[src/rtl/decodificador_eventos.sv]
`default_nettype none
// +----------------------------------------------------------------------------+
// | Module      : decodificador_eventos                                        |
// | Description : Synchronises five toggle-coded event lines, turns each level |
// |               change into an event code and queues the codes in a small   |
// |               show-ahead FIFO drained over a valid/ready handshake.       |
// | Option      : DECODIF_STAMP_EN adds a 16-bit cycle stamp to each entry.   |
// | Revision    : 1.0 - initial release                                       |
// +----------------------------------------------------------------------------+
module decodificador_eventos #(
   parameter int SYNC_STAGES = 2,
   parameter int FIFO_DEPTH  = 4,
   parameter int ADDR_W      = 2
) (
   input  logic              clk,
   input  logic              reset,
   input  logic              senal_test,
   input  logic              senal_medicina,
   input  logic              senal_energia,
   input  logic              senal_ultrasonido,
   input  logic              senal_fot,
   input  logic              evt_ready,
   input  logic              clr_ovf,
   output logic              evt_valid,
   output logic [2:0]        evt_code,
   output logic [ADDR_W:0]   evt_count,
`ifdef DECODIF_STAMP_EN
   output logic [15:0]       evt_stamp,
`endif
   output logic              overflow
);

   localparam int                NUM_EVT   = 5;
   localparam int                SYNC_W    = SYNC_STAGES * NUM_EVT;
   localparam int                ARM_W     = $clog2(SYNC_STAGES + 2);
   localparam logic [ARM_W-1:0]  ARM_DONE  = ARM_W'(SYNC_STAGES + 1);
   localparam logic [ARM_W-1:0]  ARM_ONE   = ARM_W'(1);
   localparam logic [ADDR_W:0]   DEPTH_C   = (ADDR_W + 1)'(FIFO_DEPTH);
   localparam logic [ADDR_W:0]   CNT_ONE   = (ADDR_W + 1)'(1);
   localparam logic [ADDR_W-1:0] PTR_ONE   = ADDR_W'(1);

   // Bit 0 is the highest-priority source (test), bit 4 the lowest (fotocelda).
   logic [NUM_EVT-1:0]  w_raw;
   logic [NUM_EVT-1:0]  w_sync_out;
   logic                w_armed;
   logic [NUM_EVT-1:0]  w_event;
   logic                w_pop;
   logic                w_push;
   logic [2:0]          w_sel_idx;
   logic [2:0]          w_push_code;
   logic [NUM_EVT-1:0]  w_clr;
   logic [NUM_EVT-1:0]  w_drop;

   logic [SYNC_W-1:0]   sync_q;
   logic [NUM_EVT-1:0]  prev_q;
   logic [ARM_W-1:0]    arm_q,    arm_d;
   logic [NUM_EVT-1:0]  pend_q,   pend_d;
   logic                ovf_q,    ovf_d;
   logic [ADDR_W-1:0]   wr_ptr_q, wr_ptr_d;
   logic [ADDR_W-1:0]   rd_ptr_q, rd_ptr_d;
   logic [ADDR_W:0]     count_q,  count_d;
   logic [2:0]          mem_q [FIFO_DEPTH];

   assign w_raw      = {senal_fot, senal_ultrasonido, senal_energia,
                        senal_medicina, senal_test};
   assign w_sync_out = sync_q[SYNC_W-1 -: NUM_EVT];

   // Synchroniser chain: all five lines shift together, newest sample in the low slice.
   always_ff @(posedge clk or negedge reset) begin
      if (!reset) begin
         sync_q <= '0;
      end else begin
         sync_q <= {sync_q[SYNC_W-NUM_EVT-1:0], w_raw};
      end
   end

   // Arming, change detection, fixed-priority selection and pending bookkeeping.
   always_comb begin
      w_armed = (arm_q == ARM_DONE);
      arm_d   = w_armed ? arm_q : (arm_q + ARM_ONE);
      w_event = w_armed ? (w_sync_out ^ prev_q) : '0;
      w_pop   = evt_valid & evt_ready;

      w_sel_idx = '0;
      for (int i = NUM_EVT - 1; i >= 0; i--) begin
         if (pend_q[i]) begin
            w_sel_idx = 3'(i);
         end
      end
      w_push      = (|pend_q) && ((count_q < DEPTH_C) || w_pop);
      w_push_code = w_sel_idx + 3'd1;

      w_clr = '0;
      if (w_push) begin
         w_clr[w_sel_idx] = 1'b1;
      end

      // A second toggle while the first is still waiting cannot be represented.
      w_drop = w_event & pend_q & ~w_clr;
      pend_d = (pend_q & ~w_clr) | w_event;
      ovf_d  = (|w_drop) | (ovf_q & ~clr_ovf);
   end

   // FIFO pointer and occupancy update; simultaneous push and pop keeps the count.
   always_comb begin
      wr_ptr_d = w_push ? (wr_ptr_q + PTR_ONE) : wr_ptr_q;
      rd_ptr_d = w_pop  ? (rd_ptr_q + PTR_ONE) : rd_ptr_q;
      count_d  = count_q;
      if (w_push && !w_pop) begin
         count_d = count_q + CNT_ONE;
      end else if (!w_push && w_pop) begin
         count_d = count_q - CNT_ONE;
      end
   end

   // Control state registers, all cleared asynchronously.
   always_ff @(posedge clk or negedge reset) begin
      if (!reset) begin
         prev_q   <= '0;
         arm_q    <= '0;
         pend_q   <= '0;
         ovf_q    <= 1'b0;
         wr_ptr_q <= '0;
         rd_ptr_q <= '0;
         count_q  <= '0;
      end else begin
         prev_q   <= w_sync_out;
         arm_q    <= arm_d;
         pend_q   <= pend_d;
         ovf_q    <= ovf_d;
         wr_ptr_q <= wr_ptr_d;
         rd_ptr_q <= rd_ptr_d;
         count_q  <= count_d;
      end
   end

   // Queue storage; contents are meaningless outside the occupied window.
   always_ff @(posedge clk) begin
      if (w_push) begin
         mem_q[wr_ptr_q] <= w_push_code;
      end
   end

   assign evt_valid = (count_q != '0);
   assign evt_code  = evt_valid ? mem_q[rd_ptr_q] : 3'd0;
   assign evt_count = count_q;
   assign overflow  = ovf_q;

`ifdef DECODIF_STAMP_EN
   logic [15:0] stamp_q;
   logic [15:0] smem_q [FIFO_DEPTH];

   // Free-running cycle counter, wraps naturally at 16 bits.
   always_ff @(posedge clk or negedge reset) begin
      if (!reset) begin
         stamp_q <= '0;
      end else begin
         stamp_q <= stamp_q + 16'd1;
      end
   end

   // Stamp storage written alongside the code on every push.
   always_ff @(posedge clk) begin
      if (w_push) begin
         smem_q[wr_ptr_q] <= stamp_q;
      end
   end

   assign evt_stamp = evt_valid ? smem_q[rd_ptr_q] : 16'd0;
`endif

endmodule
`default_nettype wire

[config.mk]
export PLATFORM = sky130hd
export DESIGN_NAME = decodificador_eventos
export DESIGN_NICKNAME = d
export VERILOG_FILES = /design/src/rtl/decodificador_eventos.sv
export SDC_FILE = /design/constraint.sdc
export NUM_CORES = 1
export LEC_CHECK = 0
export BUFFER_PORTS_ARGS = -buffer_cell sky130_fd_sc_hd__buf_2
export CAP_MARGIN = 30
export CORE_MARGIN = 2
export CORE_UTILIZATION = 50
export CTS_BUF_LIST = sky130_fd_sc_hd__clkbuf_4
export CTS_CLUSTER_DIAMETER = 80
export DETAILED_ROUTE_END_ITERATION = 10
export HOLD_SLACK_MARGIN = 0.06
export PLACE_DENSITY = 0.72
export SLEW_MARGIN = 25
export SYNTH_ARGS = -nofsm -noshare
export SYNTH_HDL_FRONTEND = slang
export SYNTH_SLANG_ARGS = --single-unit
[constraint.sdc]
create_clock -name clk -period 1.9 [get_ports clk]
set_input_delay 0.19 -clock clk [delete_from_list [all_inputs] [get_ports clk]]
set_output_delay 0.19 -clock clk [all_outputs]
set_load 0.01 [all_outputs]
==> results.json <==
{
  "setup_viol": 2,
  "r2r_end": "evt_count[2]",
  "drc": 0,
  "p_leak_uw": 0.0009141,
  "row_count": 21,
  "critPathKind": "flip-flop to flip-flop",
  "grt_pass1_wl_mm": 4.381,
  "vias": 965,
  "synth-seq-cells": 42,
  "ctsHtreeMaxLevel": 2,
  "start_util_pct": 51.67,
  "finalMaxSlewViolations": 0,
  "min_period_ps": 1923,
  "status": "finished with violations",
  "relSlewSlack_pct": 58.07,
  "via_per_inst": 4.754,
  "cap_violations": 0,
  "numCtsBuffers": 5,
  "grt_overflow": 0,
  "critical_path.startpoint": "evt_count[0]",
  "rsz0062_at_grt": "true",
  "violations": "setup timing",
  "ios": 17,
  "post_drt_wl_per_cell_um": 12.40,
  "cts-root-buf": "clkbuf_4",
  "cts_tree": "yes",
  "port_buffers": 16,
  "synth-edff-count": 12,
  "synth_top_area_share_pct": 43.54,
  "ys_async_sr_fraction_pct": 71.43,
  "slowest_delay_ps": 420,
  "ys_types": 33,
  "hold_viol": 0,
  "dp_slack_ps": -36.76,
  "path_clk_slew_ps": 130,
  "cp_max_fo": 2,
  "drt_iter0_drc": 47,
  "crit_arrival_ps": 2210,
  "synth_commonest_cells": "dfrtp_1, edfxtp_1, nand2_1",
  "n_antenna_cell": 0,
  "cts.sinks": 42,
  "fin_skew_ps": 16.48,
  "cpMaxStageDelayCell": "dfrtp_2",
  "yosys_warnings": 0,
  "grt_max_degree": 31,
  "power.density_nw_per_um2": 1351,
  "path_buf_inv": 1,
  "drtAntennaViolNets": 0,
  "dieArea_um2": 3934,
  "synth_nets": 133,
  "worstHoldStart": "evt_ready",
  "clk_latency_ps": 350,
  "reg2regPathDepth": 8,
  "synth_area_per_cell_um2": 14.86,
  "cp.required_ps": 2190,
  "dp_hpwl_mm": 1.860,
  "path_cells": "or3_4, nand2_4, ha_4, inv_2, fa_2, xor2_1, nor2_1, xor2_1",
  "endpoint_kind": "flip-flop",
  "reg2reg_slack_ps": -20,
  "crit_path_end": "evt_count[2]",
  "grt_pass1_vias": 982,
  "cp-start-kind": "flip-flop",
  "layout-drive-gt1-share_pct": 37.58,
  "fin_crit_sh_pct": 101.2,
  "cp.depth": 8,
  "netlist_top_cells_area": "dfrtp_1, edfxtp_1, ha_1, mux4_2, xor2_1",
  "die_w_um": 62.72,
  "grt_usage_pct": 15.08,
  "nNetsFinal": 173,
  "wirelength_mm": 2.518,
  "gp_congestion": 0.7132,
  "r2r-start": "evt_count[0]",
  "areaGrowthSynthToFinish_pct": 23.00,
  "post-synth-top-count-cell": "dfrtp_1",
  "synth_seq_area_share_pct": 64.44,
  "setup_ws_ps": -22.89,
  "yosysTopAreaCell": "dfrtp_1",
  "synth-main-ff-cell": "dfrtp_1",
  "worst_pin_slew_ps": 628.9,
  "cts_buffer_depth": 2,
  "firstDrtPassIters": 4,
  "die_h_um": 62.72,
  "crit_family": "simple AND/OR/NAND/NOR gates",
  "netlist_instances": 116,
  "timing.fmax_ghz": 0.5201,
  "core-area_um2": 3337,
  "synth.cell_area_um2": 1724,
  "final.setup.tns_ps": -26.46,
  "hold_class": "input port to flip-flop",
  "ir_worst_vdd_mv": 0.5169,
  "antenna_found_initial": 0,
  "cp_common_cell": "xor2_1"
}
routing by layer:
layer | global-route usage (%) | routed length (µm) | up-vias
li1 | - | - | 477
met1 | 17.18 | 1057 | 464
met2 | 25.54 | 1325 | 18
met3 | 5.946 | 93 | 6
met4 | 5.833 | 42 | 0
met5 | 0 | 0 | -
worst min-delay path, stage by stage:
cell and delay, ps:
buf_2 140, nand3_1 90, xnor2_1 60
repair_timing:
item | in CTS | in global routing
hold endpoints to repair | 35 | 0
resized for setup | 1 | 2
pin swaps | 2 | 5
setup endpoints to repair | 4 | 5
hold buffers | 6 | 0
setup buffers | 1 | 4
cell type report:
| type | instances | area [µm²] |
|---|---|---|
| Sequential cell | 42 | 1114 |
| Multi-Input combinational cell | 64 | 595.6 |
| Clock buffer | 6 | 45.04 |
| Timing Repair Buffer | 37 | 252.7 |
| Fill cell | 258 | 1216 |
| Clock inverter | 2 | 33.78 |
| Inverter | 6 | 22.52 |
| Tap cell | 46 | 57.56 |
power breakdown:
part | leakage [µW] | total [µW] | internal [µW] | switching (µW)
sequential | 0.000442 | 1280 | 1160 | 116
clock | 0.0000460 | 560 | 289 | 270
combinational | 0.000426 | 1030 | 567 | 459
total | 0.000914 | 2870 | 2020 | 846
how the worst min path moves through the flow:
stage	slack, ps	end	cells after the start
2_1_floorplan	-110	arm_q[0]	0
3_3_place_gp	240	rd_ptr_q[1]	1
3_5_place_dp	250	rd_ptr_q[1]	1
4_1_cts	140	rd_ptr_q[0]	3
5_1_grt	140	rd_ptr_q[1]	3
6_report	170	rd_ptr_q[1]	3
through the flow:
stage               area, µm²  util (%)  total power, µW  hold slack, ps  std cells
global route             2121     63.55             3083           138.5        203
detailed placement       1936     58.01             2266           252.2        184
CTS                      2087     62.54             2858           144.7        199
global placement         1936     58.01             2196           244.5        184
floorplan                1754         -             1938          -105.6        116
finish                   2121     63.55             2866           172.4        203
registers in the layout, summed over array words and instances (netlist names):
register / flops
mem_q: 12
sync_q: 10
pend_q: 5
prev_q: 5
evt_count: 3
arm_q: 2
rd_ptr_q: 2
wr_ptr_q: 2
overflow: 1
cell usage in the layout, fill, tap and decap left out, types with 2 or more instances in the layout:
cell type	count
buf_2	16
nor2b_1	2
dfrtp_1	28
inv_2	3
dfrtp_2	2
buf_4	15
and2_1	6
mux2_2	2
nor2_1	2
mux4_2	3
clkbuf_4	6
edfxtp_1	12
inv_1	4
nand2_1	10
dlygate4sd3_1	6
ha_1	6
xor2_1	7
xnor2_1	6
logic make-up after synthesis:
logic type	count (synthesis)	synth area share, %
adders and majority gates	8	6.241
xor gates and xnor gates	13	6.604
muxes	5	5.225
DFF	42	64.44
buffers and inverters	10	2.757
AOI/OAI and AO/OA	11	5.661
and+or+nand+nor	27	9.071
Note: power is estimated with default switching activity, not from simulation.
